===== config.mk =====
export PLATFORM = sky130hd
export DESIGN_NAME = irq_prio_ctrl_flat
export DESIGN_NICKNAME = d
export VERILOG_FILES = /design/src/rtl/irq_prio_ctrl_if.sv /design/src/rtl/irq_prio_ctrl.sv /design/src/flat_wrapper.sv
export SDC_FILE = /design/constraint.sdc
export NUM_CORES = 1
export LEC_CHECK = 0
export ABC_AREA = 0
export BUFFER_PORTS_ARGS = -buffer_cell sky130_fd_sc_hd__buf_2
export CAP_MARGIN = 20
export CORE_UTILIZATION = 44
export CTS_BUF_LIST = sky130_fd_sc_hd__clkbuf_16
export DETAILED_ROUTE_END_ITERATION = 7
export MAX_ROUTING_LAYER = met4
export PLACE_DENSITY = 0.8
export SETUP_SLACK_MARGIN = 0.4
export SLEW_MARGIN = 15
export SYNTH_ARGS = -nofsm -noshare
export SYNTH_HDL_FRONTEND = slang
export SYNTH_SLANG_ARGS = --single-unit

===== constraint.sdc =====
create_clock -name clk -period 1.4 [get_ports clk]
set_input_delay 0.21 -clock clk [delete_from_list [all_inputs] [get_ports clk]]
set_output_delay 0.21 -clock clk [all_outputs]
set_load 0.1 [all_outputs]

===== src/rtl/irq_prio_ctrl_if.sv =====
// irq_prio_ctrl_if: request, mask, acknowledge and status signals between the CPU side and the priority controller
interface irq_prio_ctrl_if #(parameter int INPUT_QTY = 8);
   logic                 ena;
   logic [INPUT_QTY-1:0] irq_in;
   logic                 mask_wr;
   logic [INPUT_QTY-1:0] mask_din;
   logic                 ack;
   logic                 eoi;
   logic                 irq;
   logic [7:0]           vector;
   logic [INPUT_QTY-1:0] mask;
   logic [INPUT_QTY-1:0] pending;
   logic [INPUT_QTY-1:0] in_service;
   modport master (output ena, irq_in, mask_wr, mask_din, ack, eoi,
                   input  irq, vector, mask, pending, in_service);
   modport slave  (input  ena, irq_in, mask_wr, mask_din, ack, eoi,
                   output irq, vector, mask, pending, in_service);
endinterface


===== src/rtl/irq_prio_ctrl.sv =====
// irq_prio_ctrl: edge-detecting, maskable, nested interrupt priority controller with IM2 vectors (IRQ_PRIO_NEST_EN enables nesting)
module irq_prio_ctrl #(
   parameter int             INPUT_QTY = 8,
   parameter logic [7:0]     VEC_BASE  = 8'h40
) (
   input  logic                 clk,
   input  logic                 rst,
   irq_prio_ctrl_if.slave       bus
);
   localparam int         IW   = (INPUT_QTY > 1) ? $clog2(INPUT_QTY) : 1;
   localparam logic [7:0] SPUR = 8'(VEC_BASE + 2 * INPUT_QTY);
   logic [INPUT_QTY-1:0] r_irq_q, r_mask, r_pending, r_in_service;
   logic                 r_irq;
   logic [7:0]           r_vector;
   logic [INPUT_QTY-1:0] w_rise, w_cand, w_win_oh, w_top_oh, w_ack_clr, w_eoi_clr;
   logic [IW-1:0]        w_win, w_top;
   logic                 w_has_win, w_any_is, w_eligible, w_ack_ok;
   logic [7:0]           w_vec_win;
   assign w_rise = bus.irq_in & ~r_irq_q;
   assign w_cand = r_pending & ~r_mask;
   // highest-index candidate and highest-index in-service level
   always_comb begin
      w_win     = '0;
      w_has_win = 1'b0;
      w_top     = '0;
      w_any_is  = 1'b0;
      for (int i = 0; i < INPUT_QTY; i++) begin
         if (w_cand[i]) begin
            w_win     = IW'(i);
            w_has_win = 1'b1;
         end
         if (r_in_service[i]) begin
            w_top    = IW'(i);
            w_any_is = 1'b1;
         end
      end
   end
`ifdef IRQ_PRIO_NEST_EN
   assign w_eligible = w_has_win && (!w_any_is || w_win > w_top);
`else
   assign w_eligible = w_has_win && !w_any_is;
`endif
   // an ack only counts when the CPU saw irq high, the block is enabled and a winner still exists
   assign w_ack_ok  = bus.ack && r_irq && bus.ena && w_has_win;
   assign w_win_oh  = INPUT_QTY'(1) << w_win;
   assign w_top_oh  = INPUT_QTY'(1) << w_top;
   assign w_ack_clr = w_ack_ok ? w_win_oh : '0;
   assign w_eoi_clr = (bus.eoi && w_any_is) ? w_top_oh : '0;
   assign w_vec_win = VEC_BASE + 8'({w_win, 1'b0});
   // state update: eoi clear is applied before the ack set; a fresh edge on the acked bit stays pending
   always_ff @(posedge clk) begin
      if (rst) begin
         r_irq_q      <= '1;
         r_irq        <= 1'b0;
         r_vector     <= VEC_BASE;
         r_mask       <= '1;
         r_pending    <= '0;
         r_in_service <= '0;
      end else begin
         r_irq_q      <= bus.irq_in;
         r_irq        <= bus.ena & w_eligible;
         r_pending    <= (r_pending & ~w_ack_clr) | w_rise;
         r_in_service <= (r_in_service & ~w_eoi_clr) | w_ack_clr;
         if (bus.mask_wr) r_mask <= bus.mask_din;
         if (bus.ack) r_vector <= w_ack_ok ? w_vec_win : SPUR;
      end
   end
   assign bus.irq        = r_irq;
   assign bus.vector     = r_vector;
   assign bus.mask       = r_mask;
   assign bus.pending    = r_pending;
   assign bus.in_service = r_in_service;
endmodule

===== src/flat_wrapper.sv =====
// flat-port wrapper written by rule: the top's interface ports become plain ports
module irq_prio_ctrl_flat 
#(
   parameter int             INPUT_QTY = 8,
   parameter logic [7:0]     VEC_BASE  = 8'h40
)
  (clk, rst, bus_ena, bus_irq_in, bus_mask_wr, bus_mask_din, bus_ack, bus_eoi, bus_irq, bus_vector, bus_mask, bus_pending, bus_in_service);
  irq_prio_ctrl_if #(.INPUT_QTY(INPUT_QTY)) bus_i ();
  input  logic clk;
  input  logic rst;
  input wire logic [$bits(bus_i.ena)-1:0] bus_ena;
  input wire logic [$bits(bus_i.irq_in)-1:0] bus_irq_in;
  input wire logic [$bits(bus_i.mask_wr)-1:0] bus_mask_wr;
  input wire logic [$bits(bus_i.mask_din)-1:0] bus_mask_din;
  input wire logic [$bits(bus_i.ack)-1:0] bus_ack;
  input wire logic [$bits(bus_i.eoi)-1:0] bus_eoi;
  output wire logic [$bits(bus_i.irq)-1:0] bus_irq;
  output wire logic [$bits(bus_i.vector)-1:0] bus_vector;
  output wire logic [$bits(bus_i.mask)-1:0] bus_mask;
  output wire logic [$bits(bus_i.pending)-1:0] bus_pending;
  output wire logic [$bits(bus_i.in_service)-1:0] bus_in_service;
  assign bus_i.ena = bus_ena;
  assign bus_i.irq_in = bus_irq_in;
  assign bus_i.mask_wr = bus_mask_wr;
  assign bus_i.mask_din = bus_mask_din;
  assign bus_i.ack = bus_ack;
  assign bus_i.eoi = bus_eoi;
  assign bus_irq = bus_i.irq;
  assign bus_vector = bus_i.vector;
  assign bus_mask = bus_i.mask;
  assign bus_pending = bus_i.pending;
  assign bus_in_service = bus_i.in_service;
  irq_prio_ctrl #(.INPUT_QTY(INPUT_QTY), .VEC_BASE(VEC_BASE)) u_core (.clk(clk), .rst(rst), .bus(bus_i));
endmodule

# After elaboration in Yosys (flattened, before gate mapping)
# Cells that the tools add are included.
# Widths: inputs -> output; s select.
[word_totals]
reg_bits = 41
in_bits = 22
word_cells = 59
[classes]
add_sub_neg = 1
shifts = 2
mux = 33
bitwise = 11
n_reduce_logical = 6
[ops]
columns = ["cell", "n"]
rows = [
  ["$and 8x8->8", 4],
  ["$not 8->8", 4],
  ["$mux 3", 8],
  ["$mux 8", 3],
  ["$mux 1", 18],
  ["$or 8x8->8", 2],
  ["$shl 1x3->8 const A", 2],
  ["$add 7x4->8 const A", 1],
  ["$mux 2", 4],
  ["$logic_and 1x1->1", 5],
  ["$and 1x1->1", 1],
  ["$logic_not 1->1", 1],
]

# Longest topological paths before layout
[logic_depth]
ltp_word = 15
mapped_depth = 4
depth_no_buf = 4

# Worst setup path after synthesis
# OpenSTA, ideal clock, no wires.
[synth_timing]
path_type = "register to register"
startpoint = "register u_core.r_mask[7] (netlist: u_core.bus.mask[7])"
endpoint = "register u_core.r_pending[2] (netlist: u_core.bus.pending[2])"
t_arrival_ps = 2075
slack_ps = -795
path_stages_with_launch = 5
path_buffers = 0
synth_period_minus_slack_ps = 2195
cell_sequence = "dfxtp_1 or2b_2 nand4bb_4 or3b_4 o31a_1"
[synth_between]
elab_chain_len = 8
elab_cells_between_ends = 10
classes_between = "shift (1); mux (3); bitwise (5); reduce/logical (1)"
[synth_lines]
columns = ["element", "line_no", "text"]
rows = [
  ["start: declaration", "irq_prio_ctrl.sv:12", "logic [INPUT_QTY-1:0] r_irq_q, r_mask, r_pending, r_in_service;"],
  ["start signal: assignment", "irq_prio_ctrl.sv:64", "if (bus.mask_wr) r_mask <= bus.mask_din;"],
  ["$not 8->8 *", "irq_prio_ctrl.sv:20", "assign w_cand = r_pending & ~r_mask;"],
  ["$and 8x8->8 *", "irq_prio_ctrl.sv:20", ""],
  ["$mux 3 or $mux 1 (tied branches)", "irq_prio_ctrl.sv:28", "if (w_cand[i]) begin"],
  ["$shl 1x3->8 or $logic_and 1x1->1 (tied branches)", "irq_prio_ctrl.sv:45, irq_prio_ctrl.sv:44", ""],
  ["$mux 8 *", "irq_prio_ctrl.sv:47", "assign w_ack_clr = w_ack_ok ? w_win_oh : '0;"],
  ["$not 8->8 *", "irq_prio_ctrl.sv:62", "r_pending <= (r_pending & ~w_ack_clr) | w_rise;"],
  ["$and 8x8->8 *", "irq_prio_ctrl.sv:62", ""],
  ["$or 8x8->8 *", "irq_prio_ctrl.sv:62", ""],
  ["end signal: assignment", "irq_prio_ctrl.sv:62", ""],
  ["end: declaration", "irq_prio_ctrl.sv:12", ""],
]
# Mark *: on every way between the ends. The rest lies on a longest branch, timed or not.
# A chain may end at the register's enable or synchronous reset.

# Final worst setup path
[layout_timing]
startpoint = "register u_core.r_mask[3] (netlist: u_core.bus.mask[3])"
endpoint = "register u_core.r_vector[1] (netlist: u_core.bus.vector[1])"
[layout_between]
elab_chain_len = 9
elab_cells_between_ends = 15
classes_between = "add/sub (1); mux (11); bitwise (2); reduce/logical (1)"
[layout_lines]
columns = ["element", "line_no", "text"]
rows = [
  ["$not 8->8 *", "irq_prio_ctrl.sv:20", ""],
  ["$and 8x8->8 *", "irq_prio_ctrl.sv:20", ""],
  ["$mux 2 or $mux 1 (tied branches)", "irq_prio_ctrl.sv:28", ""],
  ["$mux 3 or $mux 1 (tied branches) (4 in a row)", "irq_prio_ctrl.sv:28", ""],
  ["$add 7x4->8 or $logic_and 1x1->1 (tied branches)", "irq_prio_ctrl.sv:49, irq_prio_ctrl.sv:44", ""],
  ["$mux 8 *", "irq_prio_ctrl.sv:65", "if (bus.ack) r_vector <= w_ack_ok ? w_vec_win : SPUR;"],
  ["end signal: assignment", "irq_prio_ctrl.sv:65", ""],
  ["end: declaration", "irq_prio_ctrl.sv:14", "logic [7:0] r_vector;"],
]
# Marks and branches as above.

==> out/metrics.yaml <==
run_status:
  status: "complete, but fails checks"
  violations: "setup timing"
cts:
  cts-root-buf: "clkbuf_16"
  path_clk_slew_ns: 0.05
  numCtsBuffers: 5
  cts_max_path_buffers: 2
  cts-htree-levels: 2
  clock_sinks: 37
  cts_tree: "done"
  insertion_delay_ns: 0.29
layout:
  fill_cells: 69
  n_antenna_cell: 0
  nets: 299
  layout-drive-gt1-share: 0.691
  area_growth_pct: 104
  fin_area_um2: 3310
setup_path:
  critPathLaunchType: "register"
  cp.required_ns: 1.51
  cp_max_fo: 3
  r2r-start: "u_core.bus.mask[3]"
  worst_r2r_endpoint: "u_core.bus.vector[1]"
  critPathLaunch: "u_core.bus.mask[3]"
  end_kind: "register"
  arrival_ns: 1.96
  critPathKind: "reg2reg"
  ff2ff_setup_slack_ns: -0.45
  worstRegToRegCells: 7
timing:
  slew_violations: 0
  fmax_mhz: 541
  final_hold_viol_count: 0
  fin_crit_ns: 1.85
  worstMarginPinSlew_ns: 0.611
  final.setup_skew_ns: 0.00582
  rsz0062_at_grt: "true"
  setup_ws_ns: -0.449
  fin_crit_sh: 1.32
  slew_headroom: 0.588
  setup_viol: 15
  holdWs_ns: 0.128
synth:
  synth_warnings: 0
  syn_area_um2: 1620
  synth.avg_cell_area_um2: 9.39
  async_reset_ff_frac: 0
  synthFlopType: "dfxtp_1"
  synthCells: 173
  ys_seq_area_frac: 0.456
  ys_ff_latch: 37
  synth-edff-count: 0
  synth.distinct_cells: 40
min_path:
  hold_depth: 2
  hold_start: "bus_irq_in[4]"
  hold_path.class: "in2reg"
  hold-path-endpoint: "u_core.r_irq_q[4]"
grt:
  antenna_found_initial: 0
  grt_max_degree: 26
  gr-total-overflow: 0
  grt_first_pass_wirelength_um: 10400
  grt_pass1_vias: 1999
  globalRouteTotalUtil: 0.361
die:
  rows: 21
  start_util: 0.472
  die_h_um: 62.8
  die_area_um2: 3940
  core_area_um2: 3440
  ios: 55
  fp.dieW_um: 62.8
power_and_ir_drop:
  irDropWorstVdd_v: 0.00122
  pwr-share-comb: 0.273
  powerDensity_nw_per_um2: 910
  p_leak_nw: 1.38
  power.share.switching: 0.321
  pwr-share-clk: 0.352
  switching_power_mw: 0.969
  internal-power_mw: 2.05
  p_seq_frac: 0.375
drt:
  vias: 2026
  drc: 0
  drtAntennaViolNets: 0
  drt_wl_total_um: 8350
  wire_per_inst_um: 25.8
  routed_via_density: 6.25
  firstDrtPassIters: 4
  drt_iter0_drc: 158
place:
  place.gp.congestion: 0.808
  dpl-instance-area_um2: 2330
  dp_hpwl_um: 3100
  place.port_buffers: 50
flow_run:
  maxCapViolations: 0
-- cell usage after synthesis (all sizes together), types with 3 or more instances --
cell	n	area, um2
or2	9	56.3
nor3	3	15.0
nor2	16	60.1
nand2b	7	51.3
a211oi	6	45.0
dfxtp	37	741
clkbuf	4	15.0
inv	3	11.3
a211o	8	70.1
o22ai	3	18.8
buf	5	33.8
nor4	4	25.0
o21ai	6	30.0
nand2	4	15.0
nor2b	23	151
a21oi	7	35.0
-- worst max-delay path, cell delays in order, from the launching register on --
cell,delay (ns)
dfxtp_4,0.34
nand2b_4,0.15
buf_6,0.13
nand2_2,0.10
buf_4,0.16
nor4_2,0.06
buf_4,0.16
o41ai_1,0.57
-- timing repair --
action                                  in CTS  in global routing
hold buffers                                 0                  0
resized for setup                          157                 23
buffers inserted                             9                  7
endpoints found under the setup margin      49                 50
pin swaps                                   14                  6
-- final cells by class --
class                      count  area, um2  share of cell area
sequential                    37        827               0.250
multi-input combinational    126       1100               0.331
inverter                       3       11.3             0.00340
tap                           46       57.6              0.0174
clock buffer                   5        125              0.0378
timing repair buffer         104       1180               0.358
clock inverter                 3       11.3             0.00340
-- logic make-up after synthesis --
kind of cell | Yosys count | synth area share
other | 2 | 0.00462
AOI/OAI and AO/OA | 44 | 0.200
buffers and inverters | 12 | 0.0370
and+or+nand+nor | 78 | 0.303
DFF | 37 | 0.456
-- state kept, by name (all words and copies together), names as in the netlist --
signal,cells
u_core.bus.in_service,8
u_core.bus.irq,1
u_core.bus.mask,8
u_core.bus.pending,8
u_core.bus.vector,4
u_core.r_irq_q,8
-- how the worst max path moves through the flow --
stage / endpoint / slack (ns) / depth (start not counted)
6_report: u_core.bus.vector[1] / -0.45 / 7
5_1_grt: u_core.bus.vector[1] / -0.44 / 7
4_1_cts: u_core.bus.pending[2] / -0.08 / 4
2_1_floorplan: u_core.bus.pending[2] / -0.25 / 4
3_3_place_gp: u_core.bus.in_service[0] / -0.07 / 4
3_5_place_dp: u_core.bus.in_service[0] / -0.11 / 4
-- stage by stage --
stage	total power [mW]	utilization	setup WS [ns]	instances	setup TNS, ns
finish	3.02	0.963	-0.449	324	-2.18
CTS	2.90	0.916	-0.0846	317	-0.506
detailed placement	1.71	0.676	-0.105	300	-0.578
global placement	1.71	0.676	-0.0747	300	-0.354
global route	3.08	0.963	-0.442	324	-2.62
floorplan	1.55	-	-0.250	175	-1.96
-- power by group through the flow --
stage                     sequential [mW]  clock [mW]  combinational, mW
after CTS                            1.12        1.04              0.740
final                                1.13        1.06              0.823
after detailed placement             1.13           0              0.582
after global routing                 1.13        1.11              0.834
after global placement               1.13           0              0.575
after floorplan                      1.37           0              0.183
-- metal layers --
metal / global-route usage / vias up / share of wire
met1: 0.345 / 971 / 0.36
met3: 0.100 / 69 / 0.077
met5: - / - / 0
met4: 0.186 / 0 / 0.085
met2: 0.658 / 161 / 0.48
li1: - / 825 / -
-- cell usage in the layout (no fill, tap or decap), drive strengths merged, types with 2 or more instances in the layout --
| cell | instances |
|---|---|
| nand2 | 4 |
| nor3 | 3 |
| a211oi | 6 |
| a211o | 8 |
| o32ai | 2 |
| clkbuf | 5 |
| nand2b | 7 |
| nor4 | 4 |
| or3b | 2 |
| or4 | 2 |
| or2 | 9 |
| o41ai | 2 |
| o31a | 2 |
| o21ai | 6 |
| nor2 | 16 |
| a21oi | 7 |
| o31ai | 2 |
| o22ai | 3 |
| nand3 | 2 |
| conb | 4 |
| inv | 6 |
| buf | 104 |
| dfxtp | 37 |
| nor2b | 23 |
Power figures use the tool's default switching activity.
